**config.mk**
```make
export PLATFORM = sky130hd
export DESIGN_NAME = serial_negate_16bit
export DESIGN_NICKNAME = d
export VERILOG_FILES = /design/src/rtl/serial_negate_16bit.sv
export SDC_FILE = /design/constraint.sdc
export NUM_CORES = 1
export LEC_CHECK = 0
export BUFFER_PORTS_ARGS = -buffer_cell sky130_fd_sc_hd__buf_4
export CORE_ASPECT_RATIO = 2
export CORE_UTILIZATION = 45
export CTS_BUF_LIST = sky130_fd_sc_hd__clkbuf_8
export DETAILED_ROUTE_END_ITERATION = 12
export PLACE_DENSITY = 0.72
export SETUP_SLACK_MARGIN = 0.4
export SLEW_MARGIN = 25
export SYNTH_ARGS = -nofsm -noshare
export SYNTH_HDL_FRONTEND = slang
export SYNTH_SLANG_ARGS = --single-unit
```
**constraint.sdc**
```tcl
create_clock -name clk -period 4.5 [get_ports clk]
set_input_delay 0.225 -clock clk [delete_from_list [all_inputs] [get_ports clk]]
set_output_delay 0.225 -clock clk [all_outputs]
set_load 0.1 [all_outputs]
```
**src/rtl/serial_negate_16bit.sv**
```systemverilog
// Bit-serial conditional negator: Out = inv ? (~In + 1) : In, one bit per clock, LSB first.
// Uniform 16-cycle latency regardless of data or inv.
module serial_negate_16bit #(
  parameter int unsigned WIDTH = 16,
  parameter int unsigned CNT_W = 4
) (
  input  logic             clk,
  input  logic             rst_n,
  input  logic             start,
  input  logic [WIDTH-1:0] In,
  input  logic             inv,
  output logic             busy,
  output logic             done,
  output logic [WIDTH-1:0] Out,
  output logic             ovf
);

  if (WIDTH != (32'd1 << CNT_W)) begin : g_bad_param
    $error("serial_negate_16bit: WIDTH must equal 2**CNT_W");
  end

  typedef enum logic [1:0] {
    StIdle,
    StShift,
    StDone
  } state_e;

  state_e state_q, state_d;

  logic [WIDTH-1:0] opd_q, opd_d;
  logic [WIDTH-1:0] res_q, res_d;
  logic [WIDTH-1:0] out_q, out_d;
  logic [CNT_W-1:0] cnt_q, cnt_d;
  logic             neg_q, neg_d;
  logic             carry_q, carry_d;
  logic             ovf_q, ovf_d;

  logic             last_bit;
  logic             bit_x;
  logic             res_bit;
  logic [WIDTH-1:0] res_shifted;

  assign last_bit    = (cnt_q == CNT_W'(WIDTH - 1));
  assign bit_x       = opd_q[0] ^ neg_q;
  assign res_bit     = bit_x ^ carry_q;
  assign res_shifted = {res_bit, res_q[WIDTH-1:1]};

  // FSM state register
  always_ff @(posedge clk or negedge rst_n) begin
    if (!rst_n) begin
      state_q <= StIdle;
    end else begin
      state_q <= state_d;
    end
  end

  // FSM next-state logic
  always_comb begin
    state_d = state_q;
    unique case (state_q)
      StIdle:  if (start) state_d = StShift;
      StShift: if (last_bit) state_d = StDone;
      StDone:  state_d = StIdle;
      default: state_d = StIdle;
    endcase
  end

  // FSM outputs
  always_comb begin
    busy = 1'b0;
    done = 1'b0;
    unique case (state_q)
      StIdle:  ;
      StShift: busy = 1'b1;
      StDone:  done = 1'b1;
      default: ;
    endcase
  end

  // Datapath next-state
  always_comb begin
    opd_d   = opd_q;
    res_d   = res_q;
    out_d   = out_q;
    cnt_d   = cnt_q;
    neg_d   = neg_q;
    carry_d = carry_q;
    ovf_d   = ovf_q;
    unique case (state_q)
      StIdle: begin
        if (start) begin
          opd_d   = In;
          neg_d   = inv;
          carry_d = inv;
          cnt_d   = '0;
        end
      end
      StShift: begin
        res_d   = res_shifted;
        carry_d = bit_x & carry_q;
        opd_d   = opd_q >> 1;
        cnt_d   = cnt_q + CNT_W'(1);
        if (last_bit) begin
          out_d = res_shifted;
          // opd_q[0] now holds the original input MSB
          ovf_d = neg_q & opd_q[0] & res_bit;
        end
      end
      StDone:  ;
      default: ;
    endcase
  end

  always_ff @(posedge clk or negedge rst_n) begin
    if (!rst_n) begin
      opd_q   <= '0;
      res_q   <= '0;
      out_q   <= '0;
      cnt_q   <= '0;
      neg_q   <= 1'b0;
      carry_q <= 1'b0;
      ovf_q   <= 1'b0;
    end else begin
      opd_q   <= opd_d;
      res_q   <= res_d;
      out_q   <= out_d;
      cnt_q   <= cnt_d;
      neg_q   <= neg_d;
      carry_q <= carry_d;
      ovf_q   <= ovf_d;
    end
  end

  assign Out = out_q;
  assign ovf = ovf_q;

endmodule
```
==> flow_metrics.tcl <==
set metrics [dict create \
    wl_per_cell_um 14.99 \
    whs_path_depth 2 \
    clock-sinks 56 \
    wl_met2_mm 2.420 \
    final_hold_viol_count 0 \
    synthCells 210 \
    routed_wl_mm 4.528 \
    grt_overflow_total 0 \
    antenna_found_initial 0 \
    ctsResizeCount 0 \
    final_cell_mix "65 x nand2_1, 56 x dfrtp_1, 39 x buf_4, 19 x o21ai_0, 16 x a22oi_1" \
    drive_gt1_frac 0.2828 \
    initialDrtViolationCount 50 \
    drt-pass1-iter-count 4 \
    fp.dieH_um 104.9 \
    clkTransAtPathRegs_ps 90 \
    rsz0062_at_grt "false" \
    seq_area_um2 1401 \
    worst_clock_skew_ps 5.175 \
    hp-class "primary input to register" \
    drv_cap 0 \
    slew_viol_final 0 \
    grt_max_degree 57 \
    highest_layer "met4" \
    remaining_drc_errors 0 \
    synth_edf_count 0 \
    rows 37 \
    synthArstFlopShare 1.000 \
    setup_violations 0 \
    via_per_inst 5.358 \
    met3_length_um 155 \
    cts_tree "yes" \
    tns_ps 0 \
    area_growth_pct 15.80 \
    grt_pass1_vias 1616 \
    via_count 1618 \
    core_um2 5139 \
    multi_input_area_um2 884.6 \
    period_minus_slack_ps 2498 \
    n_fill_cell 443 \
    synth_flop_cell "dfrtp_1" \
    finalCritPeriodShare 0.5550 \
    cp_max_fo 25 \
    synth_area_per_cell_um2 11.35 \
    synth_nets 233 \
    cp-start-kind "register" \
    grt_usage 0.1919 \
    tightest_slew_ps 865.3 \
    grt_pass1_wl_mm 7.755 \
    crit_required_ps 4280 \
    initial_core_util 0.4638 \
    cp-end-kind "output port" \
    timing.slew.headroom 0.4231 \
    routedLengthMet1_mm 1.781 \
    final_common_cell "nand2_1" \
    cp_top_family "buffers and inverters" \
    ys_seq_area_frac 0.5879 \
    ant_nets 0 \
    cp.arrival_ps 2270 \
    clk_latency_ps 310 \
    yosys_warnings 0 \
    cts_root_buf "clkbuf_8" \
    diodes 0 \
    slowest_delay_ps 710 \
    cts_buffer_depth 2 \
    critPathBufInv 2 \
    path_cells "nand2b_4, clkinv_1, buf_4" \
    reg2regPathDepth 3 \
    port_buffers 38 \
    ys_types 29 \
    netlist_area_um2 2384 \
    ys_ff_latch 56 \
    nets 267 \
    gp_congestion 0.7196 \
    hpwl_mm 3.137 \
    crit_path_top_delay_cell "dfrtp_1" \
    clock.fmax_ghz 0.4004 \
    status "complete, no violations" \
    numCtsBuffers 5 \
    path_depth 3 \
    die_w_um 53.46 \
    cts_max_level 2 \
    crit_type "register to output port" \
    die-area_um2 5609 \
    pin_count 39 \
]
state kept, by name, indices dropped and copies added (netlist names):
| name | count |
|---|---|
| ovf | 1 |
| cnt_q | 4 |
| carry_q | 1 |
| neg_q | 1 |
| Out | 16 |
| state_q | 2 |
| opd_q | 16 |
| res_q | 15 |
path summary, 6_finish.rpt:
| kind | slack, ps | from | end |
|---|---|---|---|
| max | 2000 | state_q[0] | busy |
| min | 160 | inv | neg_q |
| max reg2reg | 2370 | state_q[0] | Out[1] |
| min reg2reg | 490 | res_q[1] | res_q[1] |
| max in group asynchronous | 3540 | rst_n | opd_q[5] |
| min in group asynchronous | 500 | rst_n | neg_q |
cells in the mapped netlist, types with 2 or more instances:
cell type,n,area share
nor2_1,2,0.0032
dfrtp_1,56,0.59
nand2_1,65,0.10
a22oi_1,16,0.050
buf_2,6,0.013
nand3_1,3,0.0063
clkbuf_1,2,0.0032
o21ai_0,19,0.040
mux2_2,9,0.043
mux2_4,9,0.057
buf_6,2,0.0094
ha_1,3,0.016
nor2b_1,2,0.0052
layout make-up:
| cell class | instances | share of cell area |
|---|---|---|
| Sequential cell | 56 | 0.5077 |
| Multi-Input combinational cell | 139 | 0.3205 |
| Timing Repair Buffer | 40 | 0.1097 |
| Clock buffer | 6 | 0.02992 |
| Tap cell | 58 | 0.02629 |
| Clock inverter | 1 | 0.003173 |
| Inverter | 2 | 0.002720 |
what timing repair did:
action	in CTS	in global routing
setup buffers	0	0
hold buffers	1	0
hold endpoints to repair	56	0
cell families after synthesis:
family	Yosys count	share of synthesized area
AND/OR/NAND/NOR	77	0.1444
adder cells (fa/ha/maj)	3	0.01575
multiplexers	18	0.09921
buffers and inverters	15	0.04199
AO/OA/AOI/OAI	41	0.1108
flip-flops	56	0.5879
metal layers:
metal	vias up	track usage
met5	-	0
met3	12	0.04221
met2	37	0.3045
li1	777	-
met1	792	0.2305
met4	0	0.1071
per-stage QoR:
stage / cells / cell area, um2 / setup WS [ps] / util / hold slack, ps
4_1_cts: 302 / 2758 / 1998 / 0.5366 / 159.8
6_report: 302 / 2760 / 2002 / 0.5371 / 161.3
3_5_place_dp: 294 / 2656 / 2357 / 0.5169 / 309.0
5_1_grt: 302 / 2760 / 1815 / 0.5371 / 163.4
3_3_place_gp: 294 / 2656 / 2387 / 0.5169 / 308.1
2_1_floorplan: 210 / 2384 / 2364 / - / -70.59
Power is not shown: default switching activity piles up to over one toggle a cycle in this logic, so the estimate is an artifact.
